===== src/rtl/systolic_sequencer.sv =====
// Instruction sequencer for the systolic array: decodes 5-bit words and drives load/feed/flush/drain strobes.
// Optional busy-cycle performance counter is enabled with `define SEQ_PERF_CNT_EN.
module systolic_sequencer #(
  parameter int ARRAY_N      = 4,
  parameter int FLUSH_CYCLES = 7
) (
  input  logic                       clk,
  input  logic                       rst,
  input  logic                       start,
  input  logic [4:0]                 instruction,
  output logic                       systolic_array_done,
  output logic                       busy,
  output logic                       w_load,
  output logic [$clog2(ARRAY_N)-1:0] w_row,
  output logic [2:0]                 w_bank,
  output logic                       acc_clear,
  output logic                       a_valid,
  output logic [2:0]                 a_idx,
  output logic                       r_shift,
  output logic [$clog2(ARRAY_N)-1:0] r_row,
  output logic [15:0]                busy_cycles
);

  localparam int RW = $clog2(ARRAY_N);
  localparam int FW = (FLUSH_CYCLES > 1) ? $clog2(FLUSH_CYCLES) : 1;
  localparam logic [RW-1:0] ROW_LAST   = RW'(ARRAY_N - 1);
  localparam logic [FW-1:0] FLUSH_LAST = FW'(FLUSH_CYCLES - 1);

  typedef enum logic [1:0] {
    OP_NOP     = 2'b00,
    OP_LOAD_W  = 2'b01,
    OP_COMPUTE = 2'b10,
    OP_DRAIN   = 2'b11
  } opcode_t;

  typedef enum logic [2:0] {
    S_IDLE,
    S_LOAD_W,
    S_CLEAR,
    S_FEED,
    S_FLUSH,
    S_DRAIN,
    S_DONE,
    S_SETTLE
  } state_t;

  state_t        state_q, state_d;
  logic          busy_q, busy_d;
  logic [2:0]    field_q, field_d;
  logic [RW-1:0] row_q, row_d;
  logic [2:0]    feed_q, feed_d;
  logic [FW-1:0] flush_q, flush_d;

  // NOTE: sequential state uses non-blocking assignments so every register samples pre-edge values.
  always_ff @(posedge clk) begin
    if (rst) begin
      state_q <= S_IDLE;
      busy_q  <= 1'b0;
      field_q <= '0;
      row_q   <= '0;
      feed_q  <= '0;
      flush_q <= '0;
    end else begin
      state_q <= state_d;
      busy_q  <= busy_d;
      field_q <= field_d;
      row_q   <= row_d;
      feed_q  <= feed_d;
      flush_q <= flush_d;
    end
  end

  // NOTE: every variable gets a default first so no path through the case can infer a latch.
  always_comb begin
    state_d = state_q;
    busy_d  = busy_q;
    field_d = field_q;
    row_d   = row_q;
    feed_d  = feed_q;
    flush_d = flush_q;
    unique case (state_q)
      S_IDLE: begin
        if (!busy_q) begin
          busy_d = start;
        end else if (instruction == 5'd0) begin
          busy_d = 1'b0;
        end else begin
          field_d = instruction[2:0];
          row_d   = '0;
          feed_d  = '0;
          flush_d = '0;
          unique case (opcode_t'(instruction[4:3]))
            OP_NOP:     state_d = S_DONE;
            OP_LOAD_W:  state_d = S_LOAD_W;
            OP_COMPUTE: state_d = S_CLEAR;
            OP_DRAIN:   state_d = S_DRAIN;
            default:    state_d = S_IDLE;
          endcase
        end
      end
      S_LOAD_W, S_DRAIN: begin
        if (row_q == ROW_LAST) begin
          row_d   = '0;
          state_d = S_DONE;
        end else begin
          row_d = row_q + 1'b1;
        end
      end
      S_CLEAR: state_d = S_FEED;
      S_FEED: begin
        if (feed_q == field_q) begin
          feed_d  = '0;
          state_d = S_FLUSH;
        end else begin
          feed_d = feed_q + 3'd1;
        end
      end
      S_FLUSH: begin
        if (flush_q == FLUSH_LAST) begin
          flush_d = '0;
          state_d = S_DONE;
        end else begin
          flush_d = flush_q + 1'b1;
        end
      end
      S_DONE:   state_d = S_SETTLE;
      S_SETTLE: state_d = S_IDLE;
      default:  state_d = S_IDLE;
    endcase
  end

  // Strobes and indices are pure decodes of registered state; indices read zero outside their state.
  assign busy                = busy_q;
  assign systolic_array_done = (state_q == S_DONE);
  assign w_load              = (state_q == S_LOAD_W);
  assign w_row               = w_load ? row_q : '0;
  assign w_bank              = w_load ? field_q : '0;
  assign acc_clear           = (state_q == S_CLEAR);
  assign a_valid             = (state_q == S_FEED);
  assign a_idx               = a_valid ? feed_q : '0;
  assign r_shift             = (state_q == S_DRAIN);
  assign r_row               = r_shift ? row_q : '0;

`ifdef SEQ_PERF_CNT_EN
  logic [15:0] perf_q;

  always_ff @(posedge clk) begin
    if (rst || (!busy_q && start)) begin
      perf_q <= '0;
    end else if (busy_q && perf_q != 16'hFFFF) begin
      perf_q <= perf_q + 16'd1;
    end
  end

  assign busy_cycles = perf_q;
`else
  assign busy_cycles = '0;
`endif

endmodule


===== config.mk =====
export PLATFORM = sky130hd
export DESIGN_NAME = systolic_sequencer
export DESIGN_NICKNAME = d
export VERILOG_FILES = /design/src/rtl/systolic_sequencer.sv
export SDC_FILE = /design/constraint.sdc
export NUM_CORES = 1
export LEC_CHECK = 0
export CAP_MARGIN = 5
export CORE_ASPECT_RATIO = 2
export CORE_UTILIZATION = 40
export DETAILED_ROUTE_END_ITERATION = 10
export PLACE_DENSITY = 0.79
export SKIP_CTS_REPAIR_TIMING = 1
export SYNTH_ARGS = -nofsm -noshare
export SYNTH_HDL_FRONTEND = slang
export SYNTH_SLANG_ARGS = --single-unit

===== constraint.sdc =====
create_clock -name clk -period 4.53 [get_ports clk]
set_clock_uncertainty 0.05 [all_clocks]
set_input_delay 0.906 -clock clk [delete_from_list [all_inputs] [get_ports clk]]
set_output_delay 0.906 -clock clk [all_outputs]
set_load 0.01 [all_outputs]

Word level (Yosys, flattened, before mapping)
Index checks and enable logic that the tools add are counted.

Output and inout port bits: 32. Input port bits: 8. Flip-flop bits (word level): 15.

Multiplexer cells: 23. Bitwise logic cells: 1. Add/subtract/negate cells: 3. Equality and inequality tests: 18. Reduce and logical (&&, ||, !) cells: 12.

Operators with widths (count): 3-bit two-way mux (11); 3-bit one-hot mux with 7 select lines (1); 3-bit == test (second input constant) (5); 3-bit one-hot mux with 2 select lines (2); 3-bit one-hot mux with 4 select lines (1); 3-bit AND reduction (4); 2-bit two-way mux (5); 2-bit != test (second input constant) (4); 3-bit by 1-bit adder with 3-bit output (second input constant) (2); 2-bit == test (second input constant) (3); 3-bit by 2-bit == test with 1-bit output (second input constant) (2); 2-bit nonzero test (3); 5-bit zero test (1); 5-bit AND reduction (1); 2-bit one-hot mux with 2 select lines (1); 3-bit by 1-bit == test with 1-bit output (second input constant) (1); 3-bit == test (1); 3-bit zero test (1); 2-bit by 1-bit adder with 2-bit output (second input constant) (1); 2-bit by 1-bit == test with 1-bit output (second input constant) (1); 2-bit zero test (1); 1-bit two-way mux (2); 2-bit by 1-bit != test with 1-bit output (second input constant) (1); 2-bit OR reduction (1); 1-bit NOT (1).

Logic depth before layout (Yosys ltp)
Gate-level depths: netlist of the first run.

Depth in word-level cells: 5. Depth in mapped cells: 6. Mapped depth without buffers: 6.

Worst setup path after synthesis of the first run
Ideal clock, no wire load.

Path type: input port to flip-flop. Start point: input instruction[2]. End point: register state_q[1]. Stages on the path: 4. Setup slack: 2.272 ns. Setup time: 0.142 ns. Path buffers: 0. Arrival: 2.066 ns. Path through: or4_4 or3b_4 a41oi_1 a311oi_1.

Cells in the longest elaborated chain, start to end: 3.

RTL lines: start, declared (RTL line 10) `input logic [4:0] instruction,`; 5-bit zero test (RTL line 85) `end else if (instruction == 5'd0) begin`; 2-bit != test (no source line); 5-bit AND reduction (no source line); end signal, assigned (RTL line 64) `state_q <= state_d;`; end, declared (RTL line 47) `state_t state_q, state_d;`.

No other way between the ends. A chain may end at the register's enable or synchronous reset.

Worst setup path after layout of the first run
Start point: register state_q[0]. End point: output w_bank[0].

Cells in the longest elaborated chain, start to end: 2.

RTL lines: 3-bit by 1-bit == test with 1-bit output (RTL line 135) `assign w_load = (state_q == S_LOAD_W);`; 3-bit two-way mux (RTL line 137) `assign w_bank = w_load ? field_q : '0;`; end, declared (RTL line 15) `output logic [2:0] w_bank,`.

No other way between the ends.

==> results of run 1 <==
==> cells in the mapped netlist, types with 2 or more instances <==
cell,number,area share (%)
nor3_1,3,1.4
a311oi_1,3,2.4
xor2_1,3,2.4
a31oi_1,2,1.2
buf_4,16,11
inv_1,6,2.1
ha_1,6,7.0
nand3_1,4,1.9
mux2i_1,3,2.8
nor2_1,10,3.5
nor3b_1,3,2.1
and3_1,2,1.2
o31ai_1,2,1.4
and2_1,9,5.2
clkbuf_1,4,1.4
nand2b_1,3,1.7
a211oi_1,2,1.4
a21oi_1,5,2.3
o21ai_0,6,2.8
nand3b_1,2,1.4
nand2_1,11,3.8
dfxtp_1,15,28
==> critical path, cell delays in order (launching register included) <==
cell	delay, ns
dfxtp_1	0.61
nand2b_1	0.13
nor2_1	0.32
and2_1	0.19
clkdlybuf4s50_1	0.55
==> stage by stage <==
step / utilization [%] / hold WS, ns / setup slack, ns / total power, W
global placement: 49.5 / 0.429 / 1.78 / 0.000475
CTS: 51.3 / 0.448 / 1.51 / 0.000595
global route: 51.3 / 0.475 / 1.36 / 0.000637
detailed placement: 49.5 / 0.440 / 1.74 / 0.000485
finish: 51.3 / 0.448 / 1.53 / 0.000594
floorplan: - / 0.406 / 2.27 / 0.000414
==> placed cells by master, fill, tap and decap left out, types with 3 or more instances in the layout <==
| cell type | instances |
|---|---|
| ha_1 | 6 |
| and2_1 | 9 |
| mux2i_1 | 3 |
| a311oi_1 | 3 |
| nand3_1 | 4 |
| nand2b_1 | 3 |
| clkbuf_8 | 3 |
| xor2_1 | 3 |
| nor3b_1 | 3 |
| o21ai_0 | 6 |
| inv_1 | 6 |
| nand2_1 | 11 |
| clkdlybuf4s50_1 | 23 |
| conb_1 | 16 |
| nor2_1 | 10 |
| dfxtp_1 | 15 |
| a21oi_1 | 5 |
| nor3_1 | 3 |
==> flip-flops by register name, summed over array words and instances (netlist names) <==
register,cells
busy,1
state_q,3
flush_q,3
row_q,2
field_q,3
feed_q,3
==> layer usage <==
metal | vias to the layer above | track usage [%] | routed length [um]
li1 | 478 | - | -
met1 | 444 | 17.8 | 854
met2 | 25 | 32.6 | 1310
met3 | 5 | 1.75 | 79
met4 | 0 | 9.20 | 51
met5 | - | 0 | 0
==> power by group through the flow <==
stage,Clock [W],Combinational [W],Sequential (W)
floorplan,0,0.000219,0.000196
global placement,0,0.000245,0.000229
detailed placement,0,0.000254,0.000231
CTS,0.000112,0.000255,0.000229
global route,0.000118,0.000281,0.000238
finish,0.000111,0.000253,0.000230
==> final cells by class <==
cell class	instances	area, um^2	share of cell area (%)
inverter	6	22.5	1.73
tap	28	35.0	2.69
clock buffer	4	45.0	3.46
timing repair buffer	23	230	17.7
multi-input combinational	107	668	51.3
sequential	15	300	23.1
==> worst min-delay path by stage <==
| stage | from | end | cells after the start |
|---|---|---|---|
| after global routing | row_q[1]$_SDFFE_PP0P_ | row_q[1]$_SDFFE_PP0P_ | 2 |
| after CTS | row_q[1]$_SDFFE_PP0P_ | row_q[1]$_SDFFE_PP0P_ | 2 |
| after detailed placement | row_q[1]$_SDFFE_PP0P_ | row_q[1]$_SDFFE_PP0P_ | 2 |
| after global placement | field_q[1]$_SDFFE_PP0P_ | field_q[1]$_SDFFE_PP0P_ | 2 |
| after floorplan | field_q[1]$_SDFFE_PP0P_ | field_q[1]$_SDFFE_PP0P_ | 2 |
| final | field_q[1]$_SDFFE_PP0P_ | field_q[1]$_SDFFE_PP0P_ | 2 |
==> cells by family after synthesis <==
group / count (synthesis) / share of synthesized area [%]
AOI/OAI and AO/OA: 26 / 17.1
xor gates and xnor gates: 3 / 2.45
adders and majority gates: 6 / 6.98
buffers and inverters: 27 / 15.1
DFF: 15 / 27.9
muxes: 3 / 2.79
other: 1 / 0.349
and+or+nand+nor: 53 / 27.2
==> out/qor.csv, run 1 <==
stage,metric,value,unit
cts,clk slew on worst S/H paths,0.06,ns
logic_synthesis,number of flops mapped to enable cells by yosys,0,
sta,Worst-Margin Slew,0.728,ns
setup_path,Required @ worst endpoint,3.57,ns
detailed_routing,drt pass-1 iters,4,
global_routing,initial antenna violation count,0,
power,Clk network pwr share,18.7,%
cts,CTS H-tree depth,1,
cts,CTS buffer count,3,
finish,area grow syn2layout,21.1,%
logic_synthesis,Mapped Cells,134,
job,max_cap viols,0,
floorplanning,Initial Utilization,42.4,%
detailed_routing,DRT iter0 DRCs,13,
cts,CTS tree,done,
outcome,status,"finished, final reports clean",
global_routing,first-pass GRT wire length,3640,um
global_routing,grt ovf,0,
setup_path,CP Capture Type,output pin,
placement,dpl cells,179,
setup_path,startpoint types,flop,
finish,design area,1300,um^2
setup_path,crit path to,w_bank[0],
setup_path,crit path launch,state_q[0]$_SDFFE_PP0P_,
finish,ANT cells,0,
detailed_routing,antenna-violating nets left,0,
global_routing,number of global-route vias before repair,849,
setup_path,slack of the worst reg-to-reg path,2.66,ns
sta,RSZ-0062 raised after global routing,false,
detailed_routing,Post-Route WL,2290,um
finish,final net count,170,
detailed_routing,DR WL/cell,12.5,um
placement,# port buffers,23,
floorplanning,Die Wd,38.7,um
detailed_routing,drc violations,0,
power,Switching Share,41.8,%
sta,Final Critical Period,3.00,ns
setup_path,Reg2Reg Capture Point,state_q[0]$_SDFFE_PP0P_,
finish,fill count,243,
logic_synthesis,prevailing post-synth register cell,dfxtp_1,
cts,"Clk Latency, worst-skew pair",0.25,ns
placement,Placer Congestion,0.802,
sta,Max-slew headroom,50.9,%
logic_synthesis,count of warnings emitted by yosys,0,
power,internal power,0.000346,W
global_routing,Tot GR Track Use,17.4,%
setup_path,CP Class,reg -> out,
logic_synthesis,sequential area share after synthesis,27.9,%
min_path,Hold WC Path Type,reg -> reg,
detailed_routing,via count,952,
power,sequential fraction of design power,38.7,%
logic_synthesis,post-synthesis cell type count,36,
finish,share of layout cells above drive strength 1,4.52,%
floorplanning,FP Rows,26,
floorplanning,core area,2540,um^2
placement,detailed placement HPWL,1820,um
cts,clk root buf,clkbuf_8,
power,VDD IR max,0.250,mV
power,Pleak,0.549,nW
detailed_routing,routed vias/inst,5.20,
logic_synthesis,#FFs+latches synth,15,
logic_synthesis,"FFs w/ async S/R, synth",0,%
sta,Max Clk Rate,333,MHz
sta,fin crit share,66.3,%
floorplanning,io pins,40,
logic_synthesis,syn_area_per_cell,8.02,um^2
global_routing,largest net degree at the start of global routing,17,
setup_path,R2R depth,4,
sta,"Hold Vio Cnt, Final",0,
setup_path,CP max FO,16,
power,Comb power frac,42.6,%
power,switching pwr,0.000248,W
setup_path,Reg2Reg Launch Point,state_q[2]$_SDFFE_PP0P_,
cts,Sink Count,15,
sta,endpoints failing setup,0,
cts,clk buf depth,2,
setup_path,crit path DAT,2.05,ns
placement,dpl cell area,1260,um^2
power,power density over the cells,457,nW/um^2
sta,max-slew violations,0,
floorplanning,Total Die Area,2910,um^2
finish,final cell count without fillers,183,
floorplanning,die height,75.3,um
sta,Setup TNS,0,ns
logic_synthesis,Netlist Area Pre-Place,1070,um^2
(Power assumes the default switching activity.)
==> run 2, diff against run 1 <==
==> constraint.sdc (replaced) <==
create_clock -name clk -period 2.86 [get_ports clk]
set_clock_uncertainty 0.05 [all_clocks]
set_input_delay 0.572 -clock clk [delete_from_list [all_inputs] [get_ports clk]]
set_output_delay 0.572 -clock clk [all_outputs]
set_load 0.01 [all_outputs]
==> out/qor.csv, run 2 (synthesized netlist as in run 1, its figures left out) <==
stage,metric,value,unit
setup_path,Required @ worst endpoint,2.24,ns
floorplanning,FP Rows,26,
setup_path,Reg2Reg Launch Point,state_q[0]$_SDFFE_PP0P_,
global_routing,initial antenna violation count,0,
power,Switching Share,41.8,%
global_routing,largest net degree at the start of global routing,17,
floorplanning,core area,2540,um^2
finish,ANT cells,0,
finish,area grow syn2layout,22.5,%
floorplanning,die height,75.3,um
floorplanning,Initial Utilization,42.4,%
sta,Max-slew headroom,54.3,%
placement,pre-CTS setup slack,0.392,ns
sta,"Hold Vio Cnt, Final",0,
finish,"most common cell after layout, fill and taps aside",clkdlybuf4s50_1,
setup_path,Crit. path cell count,4,
outcome,status,"finished, final reports clean",
setup_path,CP bufs+invs,1,
setup_path,startpoint types,flop,
detailed_routing,DR WL/cell,13.0,um
min_path,hold_sp,field_q[1]$_SDFFE_PP0P_,
setup_path,R2R depth,4,
sta,endpoints failing setup,0,
power,switching pwr,0.000399,W
placement,dpl cells,181,
sta,PnR worst setup slack,0.137,ns
finish,final cell utilization of the core,51.9,%
finish,register area,300,um^2
floorplanning,io pins,40,
cts,"Clk Latency, worst-skew pair",0.25,ns
finish,final cell count without fillers,185,
power,VDD IR max,0.385,mV
placement,Placer Congestion,0.810,
finish,final net count,172,
setup_path,CP Class,reg -> out,
power,sequential fraction of design power,36.5,%
placement,detailed placement HPWL,1840,um
cts,clk root buf,clkbuf_8,
power,Clk network pwr share,18.4,%
power,Pleak,0.559,nW
detailed_routing,antenna-violating nets left,0,
job,max_cap viols,0,
cts,CTS tree,done,
setup_path,CP Capture Type,output pin,
cts,CTS H-tree depth,1,
setup_path,CP max FO,16,
sta,Setup TNS,0,ns
global_routing,number of global-route vias before repair,880,
setup_path,"Largest delay share family, worst path",simple AND/OR/NAND/NOR gates,
finish,multi-input combinational cell area,668,um^2
detailed_routing,routed vias/inst,5.23,
cts,CTS buffer count,3,
finish,share of layout cells above drive strength 1,5.73,%
sta,Worst-Margin Slew,0.676,ns
setup_path,cell chain of the critical path,"nand2b_1, nor2_1, and2_1, clkdlybuf4s50_1",
floorplanning,Die Wd,38.7,um
global_routing,first-pass GRT wire length,3770,um
finish,design area,1320,um^2
setup_path,crit path DAT,2.10,ns
sta,RSZ-0062 raised after global routing,false,
sta,Final Critical Period,2.72,ns
power,Comb power frac,45.2,%
power,internal power,0.000556,W
detailed_routing,DRT iter0 DRCs,15,
setup_path,max incr delay on CP,0.63,ns
sta,Max Clk Rate,367,MHz
sta,max-slew violations,0,
min_path,Hold Path End,field_q[1]$_SDFFE_PP0P_,
floorplanning,Total Die Area,2910,um^2
detailed_routing,Post-Route WL,2410,um
placement,# port buffers,23,
detailed_routing,via count,967,
setup_path,Reg2Reg Capture Point,state_q[1]$_SDFFE_PP0P_,
placement,dpl cell area,1270,um^2
cts,Sink Count,15,
cts,clk buf depth,2,
detailed_routing,drc violations,0,
cts,clk slew on worst S/H paths,0.06,ns
power,power density over the cells,725,nW/um^2
global_routing,Tot GR Track Use,18.4,%
detailed_routing,drt pass-1 iters,4,
min_path,Hold Crit Depth,2,
global_routing,grt ovf,0,
finish,fill count,251,
finish,"commonest cells after routing, fill and taps aside","clkdlybuf4s50_1 (23), conb_1 (16), dfxtp_1 (15), nand2_1 (11), nor2_1 (10)",
setup_path,Critical-path top delay cell,dfxtp_1,
setup_path,slack of the worst reg-to-reg path,0.98,ns
sta,fin crit share,95.2,%
min_path,Hold WC Path Type,reg -> reg,
-- run 2: changes by cell type in the layout (fill, tap and decap cells not counted), sizes merged --
cell  previous run  this run
buf              0         2
-- run 2: power by group through the flow --
stage / Sequential, W / Clock [W] / Combinational, W
2_1_floorplan: 0.000310 / 0 / 0.000346
5_1_grt: 0.000359 / 0.000183 / 0.000477
3_5_place_dp: 0.000350 / 0 / 0.000431
4_1_cts: 0.000346 / 0.000176 / 0.000434
3_3_place_gp: 0.000348 / 0 / 0.000416
6_report: 0.000348 / 0.000175 / 0.000432
-- run 2: cell type report --
cell class                 instances  share of cell area (%)
multi-input combinational        107                    50.8
sequential                        15                    22.8
timing repair buffer              25                    18.6
tap                               28                    2.66
inverter                           6                    1.71
clock buffer                       4                    3.42
-- run 2: per-layer routing --
| layer | part of all wire (%) | up-vias | wire [um] | global-route usage (%) |
|---|---|---|---|---|
| li1 | - | 484 | - | - |
| met1 | 38 | 457 | 906 | 18.6 |
| met2 | 57 | 22 | 1370 | 33.7 |
| met3 | 2.9 | 4 | 70 | 2.62 |
| met4 | 2.4 | 0 | 58 | 10.3 |
| met5 | 0 | - | 0 | 0 |
-- run 2: how the worst max path moves through the flow --
stage                                   end  slack [ns]                     from
finish                             w_row[1]        0.14  state_q[0]$_SDFFE_PP0P_
global route                       w_row[0]        0.05  state_q[0]$_SDFFE_PP0P_
detailed placement  state_q[1]$_SDFFE_PP0P_        0.39           instruction[2]
global placement    state_q[1]$_SDFFE_PP0P_        0.45           instruction[2]
floorplan           state_q[1]$_SDFFE_PP0P_        0.94           instruction[2]
CTS                                w_row[1]        0.15  state_q[0]$_SDFFE_PP0P_
-- run 2: tightest hold or removal path, cell delays in order, from the launching register on --
cell and delay, ns:
dfxtp_1 0.33, nand2_1 0.06, a21oi_1 0.06
-- run 2: stage by stage --
step | hold slack, ns | power, W
3_3_place_gp | 0.434 | 0.000764
4_1_cts | 0.448 | 0.000957
2_1_floorplan | 0.406 | 0.000656
5_1_grt | 0.471 | 0.00102
6_report | 0.445 | 0.000955
3_5_place_dp | 0.438 | 0.000780
==> run 3, diff against run 2 <==
--- a/config.mk
+++ b/config.mk
@@ -6,11 +6,13 @@
 export NUM_CORES = 1
 export LEC_CHECK = 0
 export CAP_MARGIN = 5
-export CORE_ASPECT_RATIO = 2
+export CORE_ASPECT_RATIO = 0.7
 export CORE_UTILIZATION = 40
 export DETAILED_ROUTE_END_ITERATION = 10
+export MAX_ROUTING_LAYER = met4
 export PLACE_DENSITY = 0.79
 export SKIP_CTS_REPAIR_TIMING = 1
+export SKIP_LAST_GASP = 1
 export SYNTH_ARGS = -nofsm -noshare
 export SYNTH_HDL_FRONTEND = slang
 export SYNTH_SLANG_ARGS = --single-unit
==> out/qor.csv, run 3 (synthesized netlist as in run 1, its figures left out) <==
stage,metric,value,unit
sta,Max Clk Rate,375,MHz
power,switching pwr,0.000411,W
setup_path,crit path DAT,2.04,ns
sta,RSZ-0062 raised after global routing,false,
setup_path,slack of the worst reg-to-reg path,0.90,ns
global_routing,largest net degree at the start of global routing,17,
cts,"Clk Latency, worst-skew pair",0.25,ns
power,VDD IR max,0.304,mV
power,power density over the cells,729,nW/um^2
setup_path,"Largest delay share family, worst path",flip-flops,
global_routing,Tot GR Track Use,19.3,%
global_routing,number of global-route vias before repair,886,
setup_path,CP bufs+invs,1,
detailed_routing,drt pass-1 iters,4,
sta,Max-slew headroom,51.1,%
power,Pwr Total,0.000960,W
detailed_routing,Post-Route WL,2540,um
global_routing,initial antenna violation count,0,
sta,"Hold Vio Cnt, Final",0,
setup_path,startpoint types,flop,
min_path,hold_sp,field_q[1]$_SDFFE_PP0P_,
global_routing,grt ovf,0,
detailed_routing,antenna-violating nets left,0,
cts,CTS tree,done,
sta,Final Critical Period,2.66,ns
setup_path,Reg2Reg Capture Point,state_q[1]$_SDFFE_PP0P_,
cts,CTS H-tree depth,1,
cts,Sink Count,15,
placement,Placer Congestion,0.813,
finish,fill count,241,
sta,Worst-Margin Slew,0.732,ns
setup_path,cell chain of the critical path,"nand2b_1, nor2_1, and2_1, clkdlybuf4s50_1",
cts,clk buf depth,2,
detailed_routing,DRT iter0 DRCs,39,
power,sequential fraction of design power,38.4,%
min_path,Hold WC Path Type,reg -> reg,
floorplanning,core area,2500,um^2
setup_path,Reg2Reg Launch Point,state_q[0]$_SDFFE_PP0P_,
finish,area grow syn2layout,22.5,%
detailed_routing,DR WL/cell,13.4,um
setup_path,CP Capture Type,output pin,
setup_path,Required @ worst endpoint,2.24,ns
setup_path,CP max FO,16,
min_path,Hold Crit Depth,2,
setup_path,R2R depth,4,
setup_path,CP Class,reg -> out,
outcome,status,"finished, final reports clean",
cts,CTS buffer count,3,
finish,ANT cells,0,
finish,"most common cell after layout, fill and taps aside",clkdlybuf4s50_1,
finish,"commonest cells after routing, fill and taps aside","clkdlybuf4s50_1 (23), conb_1 (16), dfxtp_1 (15), nand2_1 (11), nor2_1 (10)",
floorplanning,Total Die Area,2900,um^2
floorplanning,Die Wd,64.0,um
job,max_cap viols,0,
placement,# port buffers,23,
floorplanning,io pins,40,
floorplanning,die height,45.4,um
power,Comb power frac,43.4,%
sta,max-slew violations,0,
finish,share of layout cells above drive strength 1,5.13,%
min_path,Hold Path End,field_q[1]$_SDFFE_PP0P_,
sta,fin crit share,93.1,%
cts,clk root buf,clkbuf_8,
sta,Setup TNS,0,ns
power,Switching Share,42.8,%
detailed_routing,routed vias/inst,5.22,
cts,clk slew on worst S/H paths,0.06,ns
detailed_routing,drc violations,0,
setup_path,max incr delay on CP,0.64,ns
floorplanning,Initial Utilization,43.1,%
power,Clk network pwr share,18.2,%
global_routing,first-pass GRT wire length,4100,um
sta,endpoints failing setup,0,
setup_path,Critical-path top delay cell,dfxtp_1,
detailed_routing,via count,991,
floorplanning,FP Rows,15,
placement,detailed placement HPWL,1870,um
power,internal power,0.000549,W
power,Pleak,0.554,nW
finish,final net count,171,
[run 3: power groups by stage]
stage / sequential [W] / clock, W / combinational, W
2_1_floorplan: 0.000310 / 0 / 0.000346
3_3_place_gp: 0.000362 / 0 / 0.000386
3_5_place_dp: 0.000368 / 0 / 0.000410
4_1_cts: 0.000364 / 0.000177 / 0.000413
5_1_grt: 0.000384 / 0.000188 / 0.000457
6_report: 0.000368 / 0.000175 / 0.000417
[run 3: layout make-up]
class	instances	area (um^2)	area share, %
Timing Repair Buffer	24	238	18.1
Multi-Input combinational cell	107	668	50.8
Clock buffer	4	45.0	3.42
Tap cell	34	42.5	3.23
Inverter	6	22.5	1.71
Sequential cell	15	300	22.8
[run 3: through the flow]
stage / std cells / util [%] / hold slack [ns] / setup WS, ns / instance area, um^2
4_1_cts: 190 / 52.7 / 0.452 / 0.232 / 1320
3_5_place_dp: 186 / 50.9 / 0.439 / 0.386 / 1270
3_3_place_gp: 186 / 50.9 / 0.438 / 0.463 / 1270
6_report: 190 / 52.7 / 0.454 / 0.197 / 1320
5_1_grt: 190 / 52.7 / 0.473 / 0.0776 / 1320
2_1_floorplan: 149 / - / 0.406 / 0.936 / 1130
[run 3: routing by layer]
metal  track usage [%]  wire, um  up-vias
li1                  -         -      483
met1              22.5      1140      464
met2              31.3      1220       40
met3              5.75       143        4
met4              9.09        30        0
met5                 -         0        -
[run 3: worst max-delay path by stage]
stage | endpoint | from | depth (start not counted) | slack, ns
detailed placement | state_q[1]$_SDFFE_PP0P_ | instruction[4] | 5 | 0.39
global placement | state_q[1]$_SDFFE_PP0P_ | instruction[2] | 5 | 0.46
floorplan | state_q[1]$_SDFFE_PP0P_ | instruction[2] | 4 | 0.94
global route | w_bank[2] | state_q[0]$_SDFFE_PP0P_ | 4 | 0.08
CTS | w_bank[1] | state_q[0]$_SDFFE_PP0P_ | 4 | 0.23
finish | w_bank[2] | state_q[0]$_SDFFE_PP0P_ | 4 | 0.20
[run 3: worst reg2reg max path, stage by stage (launching register included)]
cell,delay (ns)
dfxtp_1,0.47
nor3_1,0.54
or3b_4,0.47
a41oi_1,0.19
a311oi_1,0.08
==> RTL edit: new RTL, config.mk and constraints of run 3 <==
The 8 states of `state_t` get a Gray code encoding in 3 bits.
--- a/src/rtl/systolic_sequencer.sv
+++ b/src/rtl/systolic_sequencer.sv
@@ -36,10 +36,10 @@
   typedef enum logic [2:0] {
-    S_IDLE,
-    S_LOAD_W,
-    S_CLEAR,
-    S_FEED,
-    S_FLUSH,
-    S_DRAIN,
-    S_DONE,
-    S_SETTLE
+    S_IDLE   = 3'b000,
+    S_LOAD_W = 3'b001,
+    S_CLEAR  = 3'b011,
+    S_FEED   = 3'b010,
+    S_FLUSH  = 3'b110,
+    S_DRAIN  = 3'b111,
+    S_DONE   = 3'b101,
+    S_SETTLE = 3'b100
   } state_t;
Function: same outputs for any inputs over 10 cycles, from zero or initial values and one cycle with rst high; not proved beyond that.
==> RTL edit against run 3 <==
  * Sequential cell count unchanged
  * Setup slack improved by 0.062 ns
  * Routed wire length shrank 4.1%
  * Worst hold slack worse by 0.017 ns
  * Area after synthesis is 1.6% higher
  * Final area increased by 1.6%
  * Utilization increased by 0.45 points
  * Power shrank 0.55%
  * Combinational power grew 3%
==> RTL edit: results (changes against run 3) <==
- The share of the yosys chip area belonging to registers is 27.5% (-0.45 points).
- The number of standard cells in the layout, taps in and fillers out is 187 (-1.6%).
- The utilization after layout is 53.2% (+0.45 points).
- The highest-delay cell along the critical path is sky130_fd_sc_hd__dfxtp_1.
- The synthesis warning total was 0 (unchanged).
- The wire length of the first global-routing pass is 4.01 mm (-2.2%).
- The worst register-to-register path ends at state_q[2]$_SDFFE_PP0P_.
- The number of cells on the worst reg-to-reg path is 4 (unchanged).
- After synthesis, the cell types taking the most area are sky130_fd_sc_hd__dfxtp_1 27%, sky130_fd_sc_hd__buf_4 11%, sky130_fd_sc_hd__a21oi_1 5.5%, sky130_fd_sc_hd__ha_1 4.6%, sky130_fd_sc_hd__and3_1 4.0%.
- The clock transition at the register clock pins on the worst setup and hold paths after CTS is 0.06 ns (about the same).
- The multiplexer fraction of the synthesized cell area is 1.95% (-0.85 points).
- The number of filler instances in the final layout came to 247 (+2.5%).
- The data arrival at the endpoint of the critical path came to 1.98 ns (-0.06 ns).
- The via count is 987 (-0.40%).
- The largest net degree at the start of global routing is 18 (+1).
- The post-detailed-placement cell area is 1290 sq um (+1.6%).
- The all-layer global routing usage was 18.3% (-1.0 points).
- The internal reg-to-reg setup slack is 0.88 ns (-0.02 ns).
- The average cell area after synthesis is 8.34 sq um (+4.0%).
- The synthesized-area fraction occupied by ao, oa, aoi and oai cells was 22.0% (+4.9 points).
- The number of global-route vias before repair is 823 (-7.1%).
- The measured slew at the worst slew-check pin is 0.582 ns (-0.150 ns).
- The fraction of layout cells with a size suffix above 1 came to 8.50% (+3.4 points).
- The total wire length is 2.43 mm (-4.1%).
- The share of flip-flops with an asynchronous set or reset after synthesis is 0% (unchanged).
- The largest fanout of any net on the critical path is 17 (+1).
- In the synthesized netlist the dominant register cell turns out to be sky130_fd_sc_hd__dfxtp_1.
- The number of port buffers was 23 (unchanged).
- The run finished with clean final reports.
- The antenna diode count is 0 (unchanged).
- After synthesis, the most frequently instantiated cells are 16 x sky130_fd_sc_hd__buf_4, 15 x sky130_fd_sc_hd__dfxtp_1, 12 x sky130_fd_sc_hd__a21oi_1, 10 x sky130_fd_sc_hd__nor2_1, 7 x sky130_fd_sc_hd__and3_1.
- The total clock buffers created by CTS was 3 (unchanged).
- The critical path ends at w_load.
- The adder and majority gate portion of the synthesized area is 5.50% (-1.5 points).
- The delay contributed by the slowest stage of the critical path is 0.69 ns (+0.05 ns).
- The path class of the lowest-slack min-delay path is flip-flop to flip-flop.
- The post-DP HPWL is 1.79 mm (-4.5%).
- The number of unique standard cell types used by synthesis is 42 (+17%).
- The last weighted congestion value of the routability-driven placer is 0.930 (+14%).
- The layout net count came to 166 (-2.9%).
- The synthesized-area fraction occupied by xor and xnor cells is 3.21% (+0.76 points).
- The number of placed instances with taps included is 183 (-1.6%).
- The number of DRC markers after the initial detailed-route iteration was 23 (-41%).
- The leakage power is 0.000564 uW (+1.9%).
- The count of TritonRoute iterations in the first routing pass is 4 (unchanged).
- The peak supply drop is 0.000373 V (+23%).
[RTL edit: how the worst min path moves through the flow]
stage,startpoint,end,slack [ns],cells past startpoint
floorplan,field_q[2]$_SDFFE_PP0P_,field_q[2]$_SDFFE_PP0P_,0.41,2
global placement,field_q[2]$_SDFFE_PP0P_,field_q[2]$_SDFFE_PP0P_,0.42,2
detailed placement,field_q[1]$_SDFFE_PP0P_,field_q[1]$_SDFFE_PP0P_,0.43,2
CTS,field_q[1]$_SDFFE_PP0P_,field_q[1]$_SDFFE_PP0P_,0.44,2
global route,field_q[1]$_SDFFE_PP0P_,field_q[1]$_SDFFE_PP0P_,0.47,2
finish,field_q[1]$_SDFFE_PP0P_,field_q[1]$_SDFFE_PP0P_,0.44,2
[RTL edit: power by group]
group / leakage [uW] / switching (uW) / internal, uW
registers: 0.000123 / 104 / 254
logic: 0.000419 / 236 / 191
clock network: 0.0000228 / 71.0 / 98.5
total: 0.000564 / 411 / 544
[RTL edit: layout make-up]
cell class / count / area share, %
Tap cell: 34 / 3.18
Timing Repair Buffer: 25 / 18.3
Sequential cell: 15 / 22.5
Multi-Input combinational cell: 105 / 51.5
Clock buffer: 4 / 3.37
Inverter: 4 / 1.12
[RTL edit: worst max-delay path, delay by kind of cell (launching register included)]
| family | cells | cell delay [ns] |
|---|---|---|
| buffers and inverters | 2 | 0.82 |
| flip-flops | 1 | 0.69 |
| AND/OR/NAND/NOR | 1 | 0.23 |
[RTL edit: metrics by stage]
step	worst slack [ns]	hold WS, ns
2_1_floorplan	0.925	0.406
3_3_place_gp	0.396	0.422
3_5_place_dp	0.365	0.430
4_1_cts	0.0869	0.439
5_1_grt	0.0740	0.465
6_report	0.259	0.437
[RTL edit: cell families (layout without fill, tap and decap cells)]
| logic type | after synthesis | in the layout |
|---|---|---|
| simple gates | 45 | 45 |
| compound gates | 33 | 33 |
| buf+inv | 26 | 33 |
| flops | 15 | 15 |
| fa+ha+maj | 5 | 5 |
| xor+xnor | 4 | 4 |
| mux | 2 | 2 |
| other cells | 1 | 16 |
[RTL edit: per-layer routing]
metal  up-vias  share of wire, %  routed length (um)  track usage [%]
li1        483                 -                   -                -
met1       470                49                1190             24.8
met2        32                44                1080             27.4
met3         2               6.3                 154             5.50
met4         0              0.21                   5             2.67
met5         -                 0                   0                -
